$ cat src/rtl/div_unit_pkg.sv
// Shared constants and FSM encoding for the multicycle signed divider.
// WIDTH is the datapath width also used by the ALU.
package div_unit_pkg;

    localparam int WIDTH     = 32;
    localparam int CNT_W     = 6;
    localparam int ITER_LAST = WIDTH - 1;

    typedef enum logic [1:0] {
        IDLE = 2'd0,
        BUSY = 2'd1,
        FIN  = 2'd2
    } state_t;

endpackage

$ cat src/rtl/div_unit_twos_negate.sv
// Two's-complement negation: bitwise inversion followed by +1.
// Used for operand magnitudes and for the quotient/remainder sign fix.
module twos_negate #(
    parameter int WIDTH = 32
) (
    input  logic [WIDTH-1:0] value_i,
    output logic [WIDTH-1:0] negated_o
);

    assign negated_o = ~value_i + WIDTH'(1);

endmodule

$ cat src/rtl/div_unit.sv
// Multicycle signed restoring divider: fixed 33-cycle latency from the start edge,
// quotient and remainder registered on a one-cycle ready pulse.
module div_unit
    import div_unit_pkg::*;
#(
    parameter int WIDTH = div_unit_pkg::WIDTH,
    parameter int CNT_W = div_unit_pkg::CNT_W
) (
    input  logic             clock,
    input  logic             reset,
    input  logic             ctrl_DIV,
    input  logic [WIDTH-1:0] data_operandA,
    input  logic [WIDTH-1:0] data_operandB,
    output logic [WIDTH-1:0] data_result,
    output logic [WIDTH-1:0] data_remainder,
    output logic             data_exception,
    output logic             data_resultRDY,
    output logic             busy
);

    state_t             state_q;
    logic [CNT_W-1:0]   count_q;
    logic [WIDTH-1:0]   divisor_q;
    logic [WIDTH-1:0]   quot_q;
    logic [WIDTH-1:0]   partRem_q;
    logic               qNeg_q;
    logic               rNeg_q;
    logic               divZero_q;
    logic [WIDTH-1:0]   result_q;
    logic [WIDTH-1:0]   remainder_q;
    logic               exception_q;
    logic               resultRdy_q;
    logic               busy_q;

    logic [WIDTH-1:0]   negA;
    logic [WIDTH-1:0]   negB;
    logic [WIDTH-1:0]   negQuot;
    logic [WIDTH-1:0]   negRem;
    logic [WIDTH-1:0]   absA;
    logic [WIDTH-1:0]   absB;
    logic [WIDTH:0]     remShift;
    logic [WIDTH:0]     trial;
    logic [WIDTH-1:0]   partRem_d;
    logic [WIDTH-1:0]   quot_d;

    twos_negate #(.WIDTH(WIDTH)) uNegA   (.value_i(data_operandA), .negated_o(negA));
    twos_negate #(.WIDTH(WIDTH)) uNegB   (.value_i(data_operandB), .negated_o(negB));
    twos_negate #(.WIDTH(WIDTH)) uNegQuot(.value_i(quot_q),        .negated_o(negQuot));
    twos_negate #(.WIDTH(WIDTH)) uNegRem (.value_i(partRem_q),     .negated_o(negRem));

    // 0x80000000 negates to itself, which is exactly its unsigned magnitude.
    assign absA = data_operandA[WIDTH-1] ? negA : data_operandA;
    assign absB = data_operandB[WIDTH-1] ? negB : data_operandB;

    // One restoring step; the extra top bit of the trial result is the borrow.
    always_comb begin
        remShift  = {partRem_q, quot_q[WIDTH-1]};
        trial     = remShift - {1'b0, divisor_q};
        partRem_d = remShift[WIDTH-1:0];
        quot_d    = {quot_q[WIDTH-2:0], 1'b0};
        if (!trial[WIDTH]) begin
            partRem_d = trial[WIDTH-1:0];
            quot_d    = {quot_q[WIDTH-2:0], 1'b1};
        end
    end

    // A start pulse always wins, so a running op is simply abandoned without a ready pulse.
    always_ff @(posedge clock or posedge reset) begin
        if (reset) begin
            state_q     <= IDLE;
            count_q     <= '0;
            divisor_q   <= '0;
            quot_q      <= '0;
            partRem_q   <= '0;
            qNeg_q      <= 1'b0;
            rNeg_q      <= 1'b0;
            divZero_q   <= 1'b0;
            result_q    <= '0;
            remainder_q <= '0;
            exception_q <= 1'b0;
            resultRdy_q <= 1'b0;
            busy_q      <= 1'b0;
        end else begin
            resultRdy_q <= 1'b0;
            exception_q <= 1'b0;
            if (ctrl_DIV) begin
                state_q   <= BUSY;
                busy_q    <= 1'b1;
                count_q   <= '0;
                divisor_q <= absB;
                quot_q    <= absA;
                partRem_q <= '0;
                qNeg_q    <= data_operandA[WIDTH-1] ^ data_operandB[WIDTH-1];
                rNeg_q    <= data_operandA[WIDTH-1];
                divZero_q <= (data_operandB == '0);
            end else begin
                case (state_q)
                    IDLE: ;
                    BUSY: begin
                        partRem_q <= partRem_d;
                        quot_q    <= quot_d;
                        count_q   <= count_q + CNT_W'(1);
                        if (count_q == CNT_W'(ITER_LAST)) state_q <= FIN;
                    end
                    FIN: begin
                        state_q     <= IDLE;
                        busy_q      <= 1'b0;
                        resultRdy_q <= 1'b1;
                        exception_q <= divZero_q;
                        result_q    <= divZero_q ? '0 : (qNeg_q ? negQuot : quot_q);
                        remainder_q <= divZero_q ? '0 : (rNeg_q ? negRem : partRem_q);
                    end
                    default: state_q <= IDLE;
                endcase
            end
        end
    end

    assign data_result    = result_q;
    assign data_remainder = remainder_q;
    assign data_exception = exception_q;
    assign data_resultRDY = resultRdy_q;
    assign busy           = busy_q;

endmodule

$ cat config.mk
export PLATFORM = sky130hd
export DESIGN_NAME = div_unit
export DESIGN_NICKNAME = d
export VERILOG_FILES = /design/src/rtl/div_unit_pkg.sv /design/src/rtl/div_unit_twos_negate.sv /design/src/rtl/div_unit.sv
export SDC_FILE = /design/constraint.sdc
export NUM_CORES = 1
export LEC_CHECK = 0
export ABC_AREA = 1
export BUFFER_PORTS_ARGS = -buffer_cell sky130_fd_sc_hd__buf_2
export CAP_MARGIN = 30
export CORE_MARGIN = 2
export CORE_UTILIZATION = 35
export DETAILED_ROUTE_END_ITERATION = 6
export PLACE_DENSITY = 0.53
export SYNTH_ARGS = -nofsm -noshare
export SYNTH_HDL_FRONTEND = slang
export SYNTH_HIERARCHICAL = 1
export SYNTH_SLANG_ARGS = --single-unit
$ cat constraint.sdc
create_clock -name clock -period 7.4 [get_ports clock]
set_input_delay 0 -clock clock [delete_from_list [all_inputs] [get_ports clock]]
set_output_delay 0 -clock clock [all_outputs]
set_load 0.1 [all_outputs]
==> results.tsv <==
metric	value	unit
die_w	207	µm
crit_required	7750	ps
p_int	1.85	mW
seqPwrFrac	36.2	%
grt_pass1_wl	79300	µm
antenna_found_initial	0	
port_buffers	133	
hold_ws	26.3	ps
layout_commonest_cell	nand2_1	
grt_max_degree	104	
dpl.hpwl	38700	µm
cts_sinks	174	
cts.htree.levels	4	
hold_path.class	input port to flip-flop	
routedWlPerCell	16.6	µm
ant_nets	0	
dp.cells	2920	
ys.flop_type	dfrtp_1	
fin_setup_tns	0	ps
num-nets-final	2557	
setup_violations	0	
ys_seq_area_share	30.1	%
combPwrFrac	31.6	%
cts-root-buf	clkbuf_16	
max-slew-margin-rel	35.6	%
clockPowerShare	32.2	%
cp_max_fo	30	
worst_setup_path_end_kind	flip-flop	
avgSynthCellArea	6.25	µm²
route.vias.total	15000	
layout_common_cells	745 x nand2_1, 328 x nor2_1, 287 x inv_1	
dieArea	43000	µm²
die_y	207	µm
max_stage_delay	500	ps
drt_iter0_drc	1266	
clkSlewWorstSetupHoldPaths	70	ps
cts_made_buffers	17	
synthesis.area	14500	µm²
crit_top_cell	nand2_1	
dr.pass1.iters	5	
areaGrowthSynthToFinish	15.3	%
gp_congestion	0.945	
slowest_stage	nand2_2	
cp_cell_sequence	inv_1 > ha_1 > inv_1 > fa_1 > nand2_1 > nand2_1 > nand3_1 > nand2_2 > nand2_1 > nand2_2 > nand2_2 > nand3_2 > nand2_2 > nand3_1 > nand2_1 > nand2_1	
finClkSkew	10.4	ps
ys_seq_elements	174	
irDropWorstVdd	0.132	mV
critPathKind	flip-flop to flip-flop	
static-leakage-power	8.72	nW
clockBufferDepth	2	
syn_inst	2317	
num_antenna_cells	0	
rows	74	
yosysWarnings	6	
top_usage_layer	met1	
io_pins	134	
met1_usage	36.8	%
cts_setup_buffers	0	
clk_latency	460	ps
pre_cts_ws	4360	ps
drv_cap	0	
fmax	335	MHz
grt_pass1_vias	14000	
cts_tree	done	
start_kind	flip-flop	
finish.utilization	40.9	%
powerDensity	176	nW/µm²
setup_ws	4410	ps
slew_violations	0	
synth_edf_count	0	
cts-resized-gates	0	
grt_util_met3	2.42	%
period_share	40.3	%
core	40800	µm²
synth-async-reset-ratio	100	%
final.min_clock_period	2990	ps
final_hold_viol_count	0	
wl	49700	µm
final_cells	2996	
synth.distinct_cells	45	
vias_per_cell	5.00	
switching_power	1.09	mW
initial_core_util	35.5	%
drive_gt1_share	11.2	%
rsz0062_at_grt	no	
track_usage	23.2	%
overflow	0	
cp.arrival	3330	ps
syn_nets	2422	
status	finished, final reports clean	
drcViolationCount	0	
gr-usage-met2	32.7	%
worst_slew_pin_slew	965	ps
netSwitchingFraction	37.2	%
-- registers in the layout (all words and copies together), names as in the netlist --
signal,cells
count_q,6
data_remainder,32
rNeg_q,1
data_result,32
partRem_q,32
quot_q,32
data_exception,1
qNeg_q,1
data_resultRDY,1
busy,1
divZero_q,1
state_q,2
divisor_q,32
-- path summary, 6_finish.rpt --
path	startpoint	end	slack, ps	depth (start not counted)
worst min-delay path	data_operandA[17]	quot_q[17]$_DFFE_PP0P_	30	3
worst min register to register	state_q[0]$_DFFE_PP0P_	data_resultRDY$_DFF_PP0_	460	1
min in group asynchronous	reset	data_result[30]$_DFFE_PP0P_	260	3
worst max register to register	quot_q[31]$_DFFE_PP0P_	partRem_q[29]$_DFFE_PP0P_	4410	16
worst max-delay path	quot_q[31]$_DFFE_PP0P_	partRem_q[29]$_DFFE_PP0P_	4410	16
max in group asynchronous	reset	divisor_q[4]$_DFFE_PP0P_	5940	4
-- kinds of logic (layout without fill, tap and decap cells) --
family | after synthesis | count (layout) | share of synthesized area (%)
buf+inv | 374 | 521 | 10.1
simple gates | 1299 | 1299 | 37.8
fa+ha+maj | 38 | 38 | 3.34
compound gates | 351 | 351 | 13.8
xor+xnor | 76 | 76 | 4.60
mux | 5 | 5 | 0.346
flops | 174 | 174 | 30.1
-- synth_stat cells (all sizes together) (30+ instances only) --
library cell	number	area, µm²
o22ai	32	200
clkbuf	60	225
xor2	47	412
nor2	366	1590
o21ai	224	1120
nand4	30	188
nand3	76	385
o21bai	36	270
ha	37	463
inv	300	1130
nand2	792	3100
dfrtp	174	4350
-- power by group through the flow --
stage	Clock, mW	Sequential (mW)	Combinational, mW
global route	1.00	1.07	1.05
detailed placement	0	1.08	0.901
floorplan	0	1.05	0.651
global placement	0	1.08	0.895
finish	0.948	1.06	0.929
CTS	0.969	1.06	0.922
-- area by class of cell --
type,instances,area (µm²)
inverter,301,1130
sequential,174,4350
clock inverter,8,105
fill,4450,24100
clock buffer,23,498
tap,532,666
timing repair buffer,189,1250
multi-input combinational,1769,8680
-- worst max-delay path: cells and delay by family, from the launching register on --
family        cells  cell delay (ps)
buf+inv           2              270
fa+ha+maj         2              590
simple gates     12             1590
flops             1              390
-- layer usage --
layer / routed length (µm) / part of all wire (%)
met1: 26100 / 53
met2: 20000 / 40
met5: 0 / 0
met3: 2600 / 5.2
met4: 962 / 1.9
-- repair_timing --
action,CTS,global route
hold endpoints to repair,130,0
hold buffers,44,0
endpoints found under the setup margin,0,0
-- stage by stage --
| step | power [mW] | instance area (µm²) |
|---|---|---|
| floorplan | 1.71 | 14500 |
| global placement | 1.97 | 15600 |
| detailed placement | 1.98 | 15600 |
| CTS | 2.95 | 16700 |
| global route | 3.13 | 16700 |
| finish | 2.94 | 16700 |
(Power assumes the default switching activity.)
